**src/rtl/apb_fifo_pkg.sv**
```systemverilog
// Shared definitions for the APB-fronted FIFO: register offsets, STATUS/CTRL
// bit positions and the wait-state FSM encoding.
package apb_fifo_pkg;

  localparam logic [1:0] REG_STATUS = 2'd0;
  localparam logic [1:0] REG_WDATA  = 2'd1;
  localparam logic [1:0] REG_PEEK   = 2'd2;
  localparam logic [1:0] REG_CTRL   = 2'd3;

  localparam int unsigned ST_EMPTY_BIT = 0;
  localparam int unsigned ST_FULL_BIT  = 1;
  localparam int unsigned ST_OVF_BIT   = 2;
  localparam int unsigned ST_COUNT_LSB = 4;

  localparam int unsigned CTRL_FLUSH_BIT   = 0;
  localparam int unsigned CTRL_CLR_OVF_BIT = 1;

  typedef enum logic [0:0] {
    A_IDLE = 1'b0,
    A_RDY  = 1'b1
  } apb_state_e;

  function automatic logic [31:0] pack_status(input logic [3:0] count,
                                              input logic       ovf,
                                              input logic       full,
                                              input logic       empty);
    logic [31:0] v;
    v                          = 32'd0;
    v[ST_EMPTY_BIT]            = empty;
    v[ST_FULL_BIT]             = full;
    v[ST_OVF_BIT]              = ovf;
    v[ST_COUNT_LSB +: 4]       = count;
    return v;
  endfunction

endpackage

```
**src/rtl/apb_fifo_core.sv**
```systemverilog
// FIFO storage with read/write pointers and an occupancy count spanning 0..DEPTH.
// A push into a full FIFO is silently ignored here; the caller flags overflow.
module apb_fifo_core
  import apb_fifo_pkg::*;
#(
  parameter int DW    = 32,
  parameter int DEPTH = 8
) (
  input  logic                       clk,
  input  logic                       rst,
  input  logic                       i_push,
  input  logic [DW-1:0]              i_wdata,
  input  logic                       i_pop,
  input  logic                       i_flush,
  output logic                       o_full,
  output logic                       o_empty,
  output logic [$clog2(DEPTH+1)-1:0] o_count,
  output logic [DW-1:0]              o_head
);

  localparam int AW = $clog2(DEPTH);
  localparam int CW = $clog2(DEPTH + 1);

  logic [DW-1:0] r_mem [DEPTH];
  logic [AW-1:0] r_wptr;
  logic [AW-1:0] r_rptr;
  logic [CW-1:0] r_count;

  logic w_full;
  logic w_empty;
  logic w_do_push;
  logic w_do_pop;

  assign w_full    = (r_count == CW'(DEPTH));
  assign w_empty   = (r_count == CW'(0));
  // Full/empty are judged on the pre-edge count, so a same-cycle pop never frees room.
  assign w_do_push = i_push & ~w_full;
  assign w_do_pop  = i_pop & ~w_empty;

  always_ff @(posedge clk or posedge rst) begin
    if (rst) begin
      r_wptr  <= AW'(0);
      r_rptr  <= AW'(0);
      r_count <= CW'(0);
    end else if (i_flush) begin
      r_wptr  <= AW'(0);
      r_rptr  <= AW'(0);
      r_count <= CW'(0);
    end else begin
      if (w_do_push) begin
        r_wptr <= r_wptr + AW'(1);
      end
      if (w_do_pop) begin
        r_rptr <= r_rptr + AW'(1);
      end
      case ({w_do_push, w_do_pop})
        2'b10:   r_count <= r_count + CW'(1);
        2'b01:   r_count <= r_count - CW'(1);
        default: r_count <= r_count;
      endcase
    end
  end

  // Storage is deliberately left out of reset; contents behind rptr..wptr are don't-care.
  always_ff @(posedge clk) begin
    if (w_do_push && !i_flush) begin
      r_mem[r_wptr] <= i_wdata;
    end
  end

  assign o_full  = w_full;
  assign o_empty = w_empty;
  assign o_count = r_count;
  assign o_head  = r_mem[r_rptr];

endmodule

```
**src/rtl/apb_fifo_slave.sv**
```systemverilog
// APB completer in front of a FIFO: one wait state per transfer, STATUS/WDATA/
// PEEK/CTRL register map, and a valid/ready stream drain port.
module apb_fifo_slave
  import apb_fifo_pkg::*;
#(
  parameter int DW    = 32,
  parameter int DEPTH = 8
) (
  input  logic          PCLK,
  input  logic          PRESET,
  input  logic [31:0]   PADDR,
  input  logic          PSEL,
  input  logic          PENABLE,
  input  logic          PWRITE,
  input  logic [31:0]   PWDATA,
  output logic [31:0]   PRDATA,
  output logic          PREADY,
  output logic [DW-1:0] m_data,
  output logic          m_valid,
  input  logic          m_ready
);

  localparam int CW = $clog2(DEPTH + 1);

  apb_state_e    r_state;
  apb_state_e    w_next_state;
  logic          r_ovf;

  logic [1:0]    w_addr;
  logic          w_commit;
  logic          w_push;
  logic          w_pop;
  logic          w_ctrl_wr;
  logic          w_flush;
  logic          w_clr_ovf;
  logic          w_full;
  logic          w_empty;
  logic [CW-1:0] w_count;
  logic [DW-1:0] w_head;
  logic [31:0]   w_status;
  logic          w_unused_addr;

  assign w_addr        = PADDR[3:2];
  assign w_unused_addr = ^{PADDR[31:4], PADDR[1:0]};

  always_ff @(posedge PCLK or posedge PRESET) begin
    if (PRESET) begin
      r_state <= A_IDLE;
    end else begin
      r_state <= w_next_state;
    end
  end

  always_comb begin
    w_next_state = A_IDLE;
    case (r_state)
      A_IDLE: begin
        if (PSEL && PENABLE) begin
          w_next_state = A_RDY;
        end else begin
          w_next_state = A_IDLE;
        end
      end
      A_RDY:   w_next_state = A_IDLE;
      default: w_next_state = A_IDLE;
    endcase
  end

  always_comb begin
    PREADY = 1'b0;
    case (r_state)
      A_IDLE:  PREADY = 1'b0;
      A_RDY:   PREADY = PSEL & PENABLE;
      default: PREADY = 1'b0;
    endcase
  end

  // PREADY is only high in A_RDY, which is left after one cycle, so each transfer commits once.
  assign w_commit  = PSEL & PENABLE & PREADY;
  assign w_push    = w_commit & PWRITE & (w_addr == REG_WDATA);
  assign w_ctrl_wr = w_commit & PWRITE & (w_addr == REG_CTRL);
  assign w_flush   = w_ctrl_wr & PWDATA[CTRL_FLUSH_BIT];
  assign w_clr_ovf = w_ctrl_wr & PWDATA[CTRL_CLR_OVF_BIT];
  assign w_pop     = m_valid & m_ready;

  apb_fifo_core #(
    .DW    (DW),
    .DEPTH (DEPTH)
  ) u_core (
    .clk     (PCLK),
    .rst     (PRESET),
    .i_push  (w_push),
    .i_wdata (PWDATA[DW-1:0]),
    .i_pop   (w_pop),
    .i_flush (w_flush),
    .o_full  (w_full),
    .o_empty (w_empty),
    .o_count (w_count),
    .o_head  (w_head)
  );

  always_ff @(posedge PCLK or posedge PRESET) begin
    if (PRESET) begin
      r_ovf <= 1'b0;
    end else if (w_clr_ovf) begin
      r_ovf <= 1'b0;
    end else if (w_push && w_full) begin
      r_ovf <= 1'b1;
    end else begin
      r_ovf <= r_ovf;
    end
  end

  assign w_status = pack_status(4'(w_count), r_ovf, w_full, w_empty);

  always_comb begin
    PRDATA = 32'd0;
    if (PSEL && !PWRITE) begin
      case (w_addr)
        REG_STATUS: PRDATA = w_status;
        REG_PEEK: begin
          if (w_empty) begin
            PRDATA = 32'd0;
          end else begin
            PRDATA = 32'(w_head);
          end
        end
        default:    PRDATA = 32'd0;
      endcase
    end else begin
      PRDATA = 32'd0;
    end
  end

  assign m_valid = ~w_empty;
  assign m_data  = w_head;

endmodule

```
**config.mk**
```make
export PLATFORM = sky130hd
export DESIGN_NAME = apb_fifo_slave
export DESIGN_NICKNAME = d
export VERILOG_FILES = /design/src/rtl/apb_fifo_pkg.sv /design/src/rtl/apb_fifo_core.sv /design/src/rtl/apb_fifo_slave.sv
export SDC_FILE = /design/constraint.sdc
export NUM_CORES = 1
export LEC_CHECK = 0
export ABC_CLOCK_PERIOD_IN_PS = 4250
export CORE_ASPECT_RATIO = 0.9
export CORE_MARGIN = 10
export CORE_UTILIZATION = 50
export DETAILED_ROUTE_END_ITERATION = 10
export GPL_ROUTABILITY_DRIVEN = 0
export PLACE_DENSITY_LB_ADDON = 0.1
export SYNTH_ARGS = -nofsm -noshare
export SYNTH_HDL_FRONTEND = slang
export SYNTH_HIERARCHICAL = 1
export SYNTH_SLANG_ARGS = --single-unit
```
**constraint.sdc**
```tcl
create_clock -name PCLK -period 4.25 [get_ports PCLK]
set_input_delay 0.425 -clock PCLK [delete_from_list [all_inputs] [get_ports PCLK]]
set_output_delay 0.425 -clock PCLK [all_outputs]
set_load 0.01 [all_outputs]
```
==> summary.md, run 1 <==
| Metric | Value |
|---|---|
| Post-detailed-placement half-perimeter wirelength | 13300 um |
| Syn-to-layout area delta | 22.8% |
| Layout cells sized above 1 | 28.0% |
| Final Net Count | 722 |
| Area fraction in compound gates after synthesis | 1.39% |
| Classification of the worst setup path | register to output pin |
| Synthesized instance count | 518 |
| Leak Pwr | 4.29 nW |
| Critical path peak fanout | 35 |
| Synthesized netlist net count | 593 |
| Final routed wirelength across all metal layers | 22000 um |
| Count of cells resized by post-cts repair | 0 |
| Total design power | 0.00777 W |
| Top FF cell, synth | edfxtp_1 |
| Detail-routed net length per standard cell | 23.1 um |
| DR DRC count | 0 |
| Fill cell total of the finished layout | 1466 |
| Critical Path End Type | output pin |
| Vias in the first global route | 5746 |
| Count of non-filler cells in the finished layout | 954 |
| Initial core utilization | 51.4% |
| Hold Crit Class | primary input to asynchronous set/reset pin |
| Core Util, Final | 63.1% |
| Synthesized flop and latch total | 268 |
| Hold buffer count at CTS | 0 |
| Die Y | 159 um |
| Cell area after synthesis | 10800 sq um |
| Required time reported for the critical path endpoint | 3.83 ns |
| Startpoint kind of the worst setup timing path | register |
| Maximum count of clock buffers along a single path | 3 |
| Setup repair after global routing missed its margin | false |
| Total clock buffers created by CTS | 28 |
| Remaining antenna violation count | 0 |
| Area of the die | 27800 sq um |
| Async SR Flop Fraction | 4.48% |
| Number of iterations in the first detailed-routing pass | 4 |
| Max Cap Viol | 0 |
| Overflow left after global routing | 0 |
| H-tree lvl count | 1 |
| Fin Hold WS | 0.101 ns |
| CTS Sinks | 268 |
| Share of the clock period used by the worst path | 86.1% |
| Syn_area_per_cell | 20.8 sq um |
| Sum of negative setup slack | 0 ns |
| Combinational family with the most area after synthesis | multiplexers |
| Count of warnings emitted by yosys | 6 |
| Worst max-slew margin expressed relative to the limit | 31.4% |
| Source-to-sink clock delay at the later pin of the worst-skew pair | 0.52 ns |
| Multiplexer fraction of the synthesized cell area | 17.1% |
| Antenna violations before repair | 0 |
| Post-synthesis share of cell area spent on xor and xnor gates | 0.488% |
| Achievable Freq | 273 MHz |
| Total Routing Usage GR | 15.8% |
| Part of the Yosys area used for sequential elements | 74.2% |
| Result of the run | completed |
| Post CTS Setup Buffer Count | 0 |
| Final number of hold-violating endpoints | 0 |
| Count of port buffers added during placement | 105 |
| Number of diodes added for antenna fixing | 0 |
| Distinct cell type count after synthesis | 38 |
| Root Driver | clkbuf_16 |
| Clock tree from TritonCTS | built |
| Maximum number of pins on one net before global-route repair | 39 |
| Final count of pins violating max slew | 0 |
| Number of placed cells counting well taps | 903 |
| Post-Synth Simple-Gate Area | 4.53% |
| Worst-case clock skew | 0.0120 ns |
| Number of standard-cell rows in the floorplan | 50 |
| Iter 0 DRT Violations | 366 |
| Worst path arrival time | 3.24 ns |
| Final critical delay including setup and external delays | 3.66 ns |
| Floorplan core area | 21000 sq um |
| Count of flip-flops with a built-in enable after synthesis | 256 |
| Post-CTS clock slew at the launch and capture registers of the worst setup and hold paths | 0.06 ns |
| Share of synthesized cell area in full adder, half adder and majority cells | 0.651% |
| Actual slew at the worst max-slew pin | 1.03 ns |
| Setup Viol. Count Final | 0 |
| PwrDens | 588 nW/um^2 |
| Chip width | 175 um |
| VDD IR max | 0.409 mV |
| Top-Level Pins | 136 |
| Wire length of the first global-routing pass | 34300 um |
| Via density | 5.53 |
| Vias | 5278 |
## worst paths after layout
| check | start | endpoint | slack (ns) | cells past startpoint |
|---|---|---|---|---|
| worst max-delay path | u_core/r_rptr[0] | PRDATA[7] | 0.59 | 6 |
| worst min-delay path | PRESET | r_state | 0.10 | 2 |
| worst max register to register | u_core/o_count[0] | u_core/o_count[3] | 1.25 | 9 |
| worst min register to register | r_state | r_state | 0.43 | 1 |
| max in group asynchronous | PRESET | u_core/r_rptr[0] | 3.69 | 2 |
| min in group PCLK | r_state | r_state | 0.43 | 1 |
## per-layer routing
layer | GRT usage (%) | up-vias | part of all wire [%]
met5 | 0 | - | 0
met4 | 3.54 | 0 | 1.7
met3 | 3.22 | 32 | 5.0
met2 | 26.5 | 128 | 50
met1 | 20.8 | 2760 | 43
li1 | - | 2358 | -
## stage by stage
step / cell area, sq um / setup WS, ns
floorplan: 10800 / 0.242
global placement: 12300 / 0.842
detailed placement: 12300 / 0.764
CTS: 13200 / 0.475
global route: 13200 / 0.345
finish: 13200 / 0.589
## flip-flops by register name, summed over array words and instances, names as in the netlist
| name | count |
|---|---|
| r_ovf | 1 |
| u_core/r_mem | 256 |
| u_core/r_wptr | 3 |
| u_core/o_count | 4 |
| u_core/r_rptr | 3 |
| r_state | 1 |
## cells by family after synthesis
family	Yosys count
fa+ha+maj	5
xor+xnor	6
compound gates	20
mux	100
simple gates	85
buf+inv	34
flops	268
## final cells by class
cell class / instances / area [sq um] / area share, %
clock buffers: 38 / 759 / 5.75
clock inverters: 13 / 133 / 1.00
inverters: 7 / 26.3 / 0.199
multi-input cells: 216 / 2660 / 20.2
flip-flops and latches: 268 / 7990 / 60.5
well taps: 286 / 358 / 2.71
repair buffers: 126 / 1280 / 9.71
## critical path, stage by stage, from the launching register on
cell and delay (ns):
dfrtp_4 0.87, buf_4 0.34, mux4_2 0.52, mux2_2 0.29, a21oi_1 0.13, nor2_1 0.05
clkdlybuf4s50_1 0.49
## Yosys cell counts, types with 2 or more instances
master	n	area (sq um)
and2_2	18	135
nand2b_1	3	18.8
mux4_2	64	1440
edfxtp_1	256	7690
a21oi_1	11	55.1
nor2b_1	9	56.3
nand3_1	5	25.0
dfrtp_1	12	300
nor2_1	24	90.1
xor2_1	3	26.3
mux2_2	32	360
and2_1	7	43.8
inv_1	7	26.3
nand2_1	7	26.3
a211oi_1	2	15.0
ha_1	4	50.1
xnor2_1	3	26.3
clkbuf_1	15	56.3
buf_2	6	30.0
buf_6	5	56.3
mux2i_1	4	40.0
nor3_1	5	25.0
## power breakdown
part / switching, W / internal (W)
Sequential: 0.000242 / 0.00294
Clock: 0.000918 / 0.00142
Combinational: 0.000901 / 0.00135
## cell usage in the layout (no fill, tap or decap), drive strengths merged, types with 2 or more instances in the layout
cell type / synthesis / routed
nand2: 7 / 7
mux2i: 4 / 4
inv: 7 / 7
clkinv: 0 / 10
nand3: 5 / 5
a21oi: 12 / 12
bufinv: 0 / 3
clkbuf: 16 / 38
a211oi: 3 / 3
nand2b: 3 / 3
mux4: 64 / 64
nor3: 5 / 5
or4b: 2 / 2
dfrtp: 12 / 12
nor2: 24 / 24
ha: 4 / 4
edfxtp: 256 / 256
mux2: 32 / 32
nor2b: 10 / 10
buf: 11 / 21
xnor2: 3 / 3
and2: 25 / 25
clkdlybuf4s50: 0 / 105
xor2: 3 / 3
Power figures use the tool's default switching activity.
==> inputs of run 2 (changes only) <==
==> constraint.sdc (replaced) <==
create_clock -name PCLK -period 4.25 [get_ports PCLK]
set_input_delay 0.425 -clock PCLK [delete_from_list [all_inputs] [get_ports PCLK]]
set_output_delay 0.425 -clock PCLK [all_outputs]
set_load 0.05 [all_outputs]
==> run 2 against run 1 <==
Net effect:
- utilization is essentially flat
- first-iteration DRC count shrank 5.2%
- combinational power grew 37%
- wire length grew 0.22%
==> summary.md, run 2 (synthesis results as in run 1) <==
| Metric | Value |
|---|---|
| Result of the run | completed (unchanged) |
| Core Util, Final | 63.1% (about the same) |
| Count of non-filler cells in the finished layout | 955 (was 954) |
| Fin Hold WS | 0.0878 ns (was 0.101 ns) |
| Count of cells resized by post-cts repair | 0 (unchanged) |
| Hold Crit Class | primary input to asynchronous set/reset pin (unchanged) |
| Worst max-slew margin expressed relative to the limit | 46.4% (was 31.4%) |
| Biggest register | u_core/r_mem (unchanged) |
| Vias | 5303 (was 5278) |
| Final critical delay including setup and external delays | 3.85 ns (was 3.66 ns) |
| DR DRC count | 0 (unchanged) |
| Die Y | 159 um (unchanged) |
| Root Driver | clkbuf_16 (unchanged) |
| Reg2Reg Capture Point | u_core/o_count[3] (unchanged) |
| Worst path arrival time | 3.42 ns (was 3.24 ns) |
| Vias in the first global route | 5751 (was 5746) |
| Startpoint kind of the worst setup timing path | register (unchanged) |
| Final routed wirelength across all metal layers | 22100 um (was 22000 um) |
| Number of placed cells counting well taps | 904 (was 903) |
| Critical Path End Type | output pin (unchanged) |
| Minimum setup slack among reg-to-reg paths | 1.29 ns (was 1.25 ns) |
| Layout cells sized above 1 | 28.7% (was 28.0%) |
| Floorplan core area | 21000 sq um (unchanged) |
| Max Cap Viol | 0 (unchanged) |
| Actual slew at the worst max-slew pin | 0.795 ns (was 1.03 ns) |
| Cell area after placement | 12300 sq um (about the same) |
| Post-CTS clock slew at the launch and capture registers of the worst setup and hold paths | 0.06 ns (about the same) |
| Total clock buffers created by CTS | 28 (unchanged) |
| Critical path peak fanout | 32 (was 35) |
| Post CTS Setup Buffer Count | 0 (unchanged) |
| Maximum count of clock buffers along a single path | 3 (unchanged) |
| H-tree lvl count | 1 (unchanged) |
| Chip width | 175 um (unchanged) |
| Leak Pwr | 4.30 nW (was 4.29 nW) |
| VDD IR max | 0.391 mV (was 0.409 mV) |
| FF-to-FF Start | u_core/o_count[0] (unchanged) |
| CTS Sinks | 268 (unchanged) |
| Antenna violations before repair | 0 (unchanged) |
| Hold buffer count at CTS | 0 (unchanged) |
| Final Net Count | 723 (was 722) |
| Share of the clock period used by the worst path | 90.5% (was 86.1%) |
| Via density | 5.55 (was 5.53) |
| Iter 0 DRT Violations | 347 (was 366) |
| Number of standard-cell rows in the floorplan | 50 (unchanged) |
| Count of port buffers added during placement | 105 (unchanged) |
| Clock tree from TritonCTS | built (unchanged) |
| Flip-flop count of the largest register, all copies and words added | 256 (unchanged) |
| Post-route standard cell area excluding fillers | 13200 sq um (about the same) |
| Syn-to-layout area delta | 22.9% (was 22.8%) |
| Leading cell type in the layout, fill and taps excluded | edfxtp_1 (unchanged) |
| Cell count of the worst reg-to-reg path | 9 (unchanged) |
| Number of diodes added for antenna fixing | 0 (unchanged) |
| Setup repair after global routing missed its margin | false (unchanged) |
| Detail-routed net length per standard cell | 23.1 um (about the same) |
| Source-to-sink clock delay at the later pin of the worst-skew pair | 0.53 ns (was 0.52 ns) |
| Required time reported for the critical path endpoint | 3.83 ns (about the same) |
| Area of the die | 27800 sq um (unchanged) |
| Achievable Freq | 260 MHz (was 273 MHz) |
| Sum of negative setup slack | 0 ns (unchanged) |
| Classification of the worst setup path | register to output pin (unchanged) |
| Number of iterations in the first detailed-routing pass | 4 (unchanged) |
| Initial core utilization | 51.4% (unchanged) |
| Setup Viol. Count Final | 0 (unchanged) |
| Final count of pins violating max slew | 0 (unchanged) |
| Top-Level Pins | 136 (unchanged) |
| Most frequent cells in the layout | edfxtp_1, clkdlybuf4s50_1, mux4_2 (unchanged) |
| Maximum number of pins on one net before global-route repair | 39 (unchanged) |
| Total Routing Usage GR | 15.8% (about the same) |
| Post-detailed-placement half-perimeter wirelength | 13500 um (was 13300 um) |
| Wire length of the first global-routing pass | 34500 um (was 34300 um) |
| Worst-case clock skew | 0.00898 ns (was 0.0120 ns) |
| Remaining antenna violation count | 0 (unchanged) |
| PwrDens | 644 nW/um^2 (was 588 nW/um^2) |
| Final number of hold-violating endpoints | 0 (unchanged) |
| Overflow left after global routing | 0 (unchanged) |
==> run 2: worst max path at each step <==
stage | from | endpoint | slack (ns)
final | u_core/r_rptr[0] | PRDATA[21] | 0.40
after global routing | u_core/r_rptr[0] | PRDATA[21] | 0.20
after CTS | u_core/r_rptr[0] | PRDATA[14] | 0.31
after detailed placement | PSEL | PRDATA[31] | 0.66
after global placement | PSEL | PRDATA[21] | 0.68
after floorplan | PADDR[3] | u_core/r_mem[1][0] | 0.24
==> run 2: power breakdown <==
| part | switching (W) | internal [W] |
|---|---|---|
| registers | 0.000196 | 0.00294 |
| logic | 0.00173 | 0.00136 |
| clock network | 0.000952 | 0.00135 |
| total | 0.00288 | 0.00564 |
==> run 2: final cells by class <==
cell class | count | area [sq um]
Timing Repair Buffer | 127 | 1300
Inverter | 7 | 26.3
Fill cell | 1482 | 7730
Sequential cell | 268 | 7990
Clock inverter | 16 | 141
Tap cell | 286 | 358
Clock buffer | 35 | 737
Multi-Input combinational cell | 216 | 2660
==> run 2: worst max-delay path, stage by stage (launching register included) <==
cell and delay (ns):
dfrtp_4 0.79, buf_12 0.35, mux4_2 0.55, mux2_2 0.31, and2_2 0.17, clkdlybuf4s50_1 0.70
==> run 2: stage by stage <==
stage                     worst slack (ns)  total power, W
after floorplan                      0.242         0.00541
final                                0.404         0.00852
after global placement               0.679         0.00629
after detailed placement             0.658         0.00633
after global routing                 0.199         0.00892
after CTS                            0.310         0.00864
==> run 2: layer usage <==
metal | global-route usage, % | up-vias | share of wire, %
met2 | 25.9 | 155 | 50
met4 | 3.27 | 0 | 1.1
met5 | 0 | - | 0
li1 | - | 2367 | -
met1 | 21.0 | 2758 | 42
met3 | 3.77 | 23 | 6.5
==> inputs of run 3 (changes only) <==
--- a/config.mk
+++ b/config.mk
@@ -11,7 +11,7 @@
 export CORE_UTILIZATION = 50
 export DETAILED_ROUTE_END_ITERATION = 10
 export GPL_ROUTABILITY_DRIVEN = 0
-export PLACE_DENSITY_LB_ADDON = 0.1
+export PLACE_DENSITY = 0.76
 export SYNTH_ARGS = -nofsm -noshare
 export SYNTH_HDL_FRONTEND = slang
 export SYNTH_HIERARCHICAL = 1
==> run 3 against run 2 <==
Net effect:
- utilization shrank 0.64 points
- non-clock buffer count decreased by 1
- global-route usage is 0.32 points higher
- cell count down 0.94%
- first-iteration DRC count up 16%
- register-to-register slack got worse by 0.23 ns
- clock power down 7%
- total power is 1.6% lower
- via count increased by 2.2%
==> summary.md, run 3 (synthesis results as in run 1) <==
| Metric | Value |
|---|---|
| Flip-flop count of the largest register, all copies and words added | 256 (unchanged) |
| Critical Path End Type | output pin (unchanged) |
| Top-Level Pins | 136 (unchanged) |
| Share of power burned in registers | 37.0% (was 36.8%) |
| Vias | 5418 (was 5303) |
| Switching Fraction | 34.0% (was 33.8%) |
| Final routed wirelength across all metal layers | 22500 um (was 22100 um) |
| Power spent charging and discharging nets | 0.00285 W (was 0.00288 W) |
| Area occupied by registers | 7990 sq um (unchanged) |
| Root Driver | clkbuf_16 (unchanged) |
| Post-route standard cell area excluding fillers | 13100 sq um (was 13200 sq um) |
| Clock tree from TritonCTS | built (unchanged) |
| Critical path peak fanout | 13 (was 32) |
| Antenna violations before repair | 1 (was 0) |
| Count of cells resized by post-cts repair | 0 (unchanged) |
| Final count of pins violating max slew | 0 (unchanged) |
| Leading cell type in the layout, fill and taps excluded | edfxtp_1 (unchanged) |
| Combinational cell fraction of total power | 37.5% (was 36.2%) |
| Area of the die | 27800 sq um (unchanged) |
| Setup repair after global routing missed its margin | false (unchanged) |
| Die Y | 159 um (unchanged) |
| Leak Pwr | 4.23 nW (was 4.30 nW) |
| Final Worst Setup Slack | 0.405 ns (was 0.404 ns) |
| Post-detailed-placement half-perimeter wirelength | 13800 um (was 13500 um) |
| Initial core utilization | 51.4% (unchanged) |
| Cell area after placement | 12300 sq um (about the same) |
| H-tree lvl count | 1 (unchanged) |
| Floorplan core area | 21000 sq um (unchanged) |
| Vias in the first global route | 5877 (was 5751) |
| Worst-case clock skew | 0.0186 ns (was 0.00898 ns) |
| Required time reported for the critical path endpoint | 3.83 ns (about the same) |
| Fill cell total of the finished layout | 1411 (was 1482) |
| Maximum number of pins on one net before global-route repair | 41 (was 39) |
| FF-to-FF Start | u_core/o_count[0] (unchanged) |
| Count of port buffers added during placement | 105 (unchanged) |
| Post-CTS clock slew at the launch and capture registers of the worst setup and hold paths | 0.06 ns (about the same) |
| CTS Sinks | 268 (unchanged) |
| Internal power of the cells | 0.00553 W (was 0.00564 W) |
| Final number of hold-violating endpoints | 0 (unchanged) |
| Place WS | 0.648 ns (was 0.658 ns) |
| Worst path arrival time | 3.42 ns (about the same) |
| PwrDens | 641 nW/um^2 (was 644 nW/um^2) |
| Iter 0 DRT Violations | 402 (was 347) |
| Biggest register | u_core/r_mem (unchanged) |
| Result of the run | completed (unchanged) |
| Chip width | 175 um (unchanged) |
| Hold buffer count at CTS | 0 (unchanged) |
| Startpoint kind of the worst setup timing path | register (unchanged) |
| Classification of the worst setup path | register to output pin (unchanged) |
| Final critical delay including setup and external delays | 3.85 ns (about the same) |
| Source-to-sink clock delay at the later pin of the worst-skew pair | 0.52 ns (was 0.53 ns) |
| Area of the multi-input gates | 2660 sq um (unchanged) |
| Setup Viol. Count Final | 0 (unchanged) |
| Number of iterations in the first detailed-routing pass | 4 (unchanged) |
| Actual slew at the worst max-slew pin | 0.880 ns (was 0.795 ns) |
| DR DRC count | 0 (unchanged) |
| Launch point of the worst path | u_core/o_count[1] (was u_core/r_rptr[0]) |
| Number of diodes added for antenna fixing | 0 (unchanged) |
| Wire length of the first global-routing pass | 35100 um (was 34500 um) |
| Max Cap Viol | 0 (unchanged) |
| Total clock buffers created by CTS | 25 (was 28) |
| Via density | 5.73 (was 5.55) |
| Remaining antenna violation count | 0 (unchanged) |
| Detail-routed net length per standard cell | 23.8 um (was 23.1 um) |
| Syn-to-layout area delta | 21.6% (was 22.9%) |
| Most frequent cells in the layout | edfxtp_1, clkdlybuf4s50_1, mux4_2 (unchanged) |
| Sum of negative setup slack | 0 ns (unchanged) |
| Hold Crit Class | primary input to asynchronous set/reset pin (unchanged) |
| Worst max-slew margin expressed relative to the limit | 41.3% (was 46.4%) |
| Fin Hold WS | 0.109 ns (was 0.0878 ns) |
| Post CTS Setup Buffer Count | 0 (unchanged) |
| Final Net Count | 719 (was 723) |
| Clock power share | 25.5% (was 27.0%) |
| Layout cells sized above 1 | 27.6% (was 28.7%) |
| Total Routing Usage GR | 16.1% (was 15.8%) |
| Overflow left after global routing | 0 (unchanged) |
| Share of the clock period used by the worst path | 90.5% (about the same) |
| VDD IR max | 0.577 mV (was 0.391 mV) |
| Maximum count of clock buffers along a single path | 3 (unchanged) |
| Number of standard-cell rows in the floorplan | 50 (unchanged) |
| Achievable Freq | 260 MHz (about the same) |
-- run 3: worst paths after layout --
path	endpoint	slack [ns]	cells after the start
max in group asynchronous	u_core/r_rptr[0]	3.68	2
worst max-delay path	PRDATA[8]	0.40	6
worst max register to register	u_core/o_count[3]	1.06	9
worst min-delay path	r_state	0.11	2
min in group PCLK	r_state	0.42	1
worst min register to register	r_state	0.42	1
-- run 3: metal layers --
layer | part of all wire [%] | vias to the layer above | GRT usage, %
li1 | - | 2348 | -
met4 | 2.0 | 2 | 3.66
met2 | 49 | 229 | 26.0
met3 | 7.8 | 38 | 4.12
met1 | 41 | 2801 | 21.4
met5 | 0.058 | - | 0
-- run 3: final cells by class --
class                           instances  area share (%)
Clock buffer                           30            4.92
Clock inverter                         13            1.00
Inverter                                7           0.201
Multi-Input combinational cell        216            20.4
Sequential cell                       268            61.1
Tap cell                              286            2.73
Timing Repair Buffer                  126            9.71
-- run 3: metrics by stage --
step | cells | util (%) | total power, W
4_1_cts | 946 | 62.5 | 0.00846
3_5_place_dp | 903 | 58.8 | 0.00632
6_report | 946 | 62.5 | 0.00838
5_1_grt | 946 | 62.5 | 0.00872
3_3_place_gp | 903 | 58.8 | 0.00627
2_1_floorplan | 518 | - | 0.00541
-- run 3: power by group through the flow --
stage / clock network (W) / registers [W] / logic [W]
detailed placement: 0 / 0.00315 / 0.00317
CTS: 0.00217 / 0.00310 / 0.00319
finish: 0.00214 / 0.00310 / 0.00315
floorplan: 0 / 0.00303 / 0.00238
global route: 0.00227 / 0.00311 / 0.00334
global placement: 0 / 0.00315 / 0.00311
-- run 3: critical path, stage by stage (launching register included) --
cell and delay [ns]:
dfrtp_1 0.55, nor4_1 0.18, nor2b_1 0.44, nor2b_4 0.51, buf_4 0.27, and2_2 0.16, clkdlybuf4s50_1 0.80
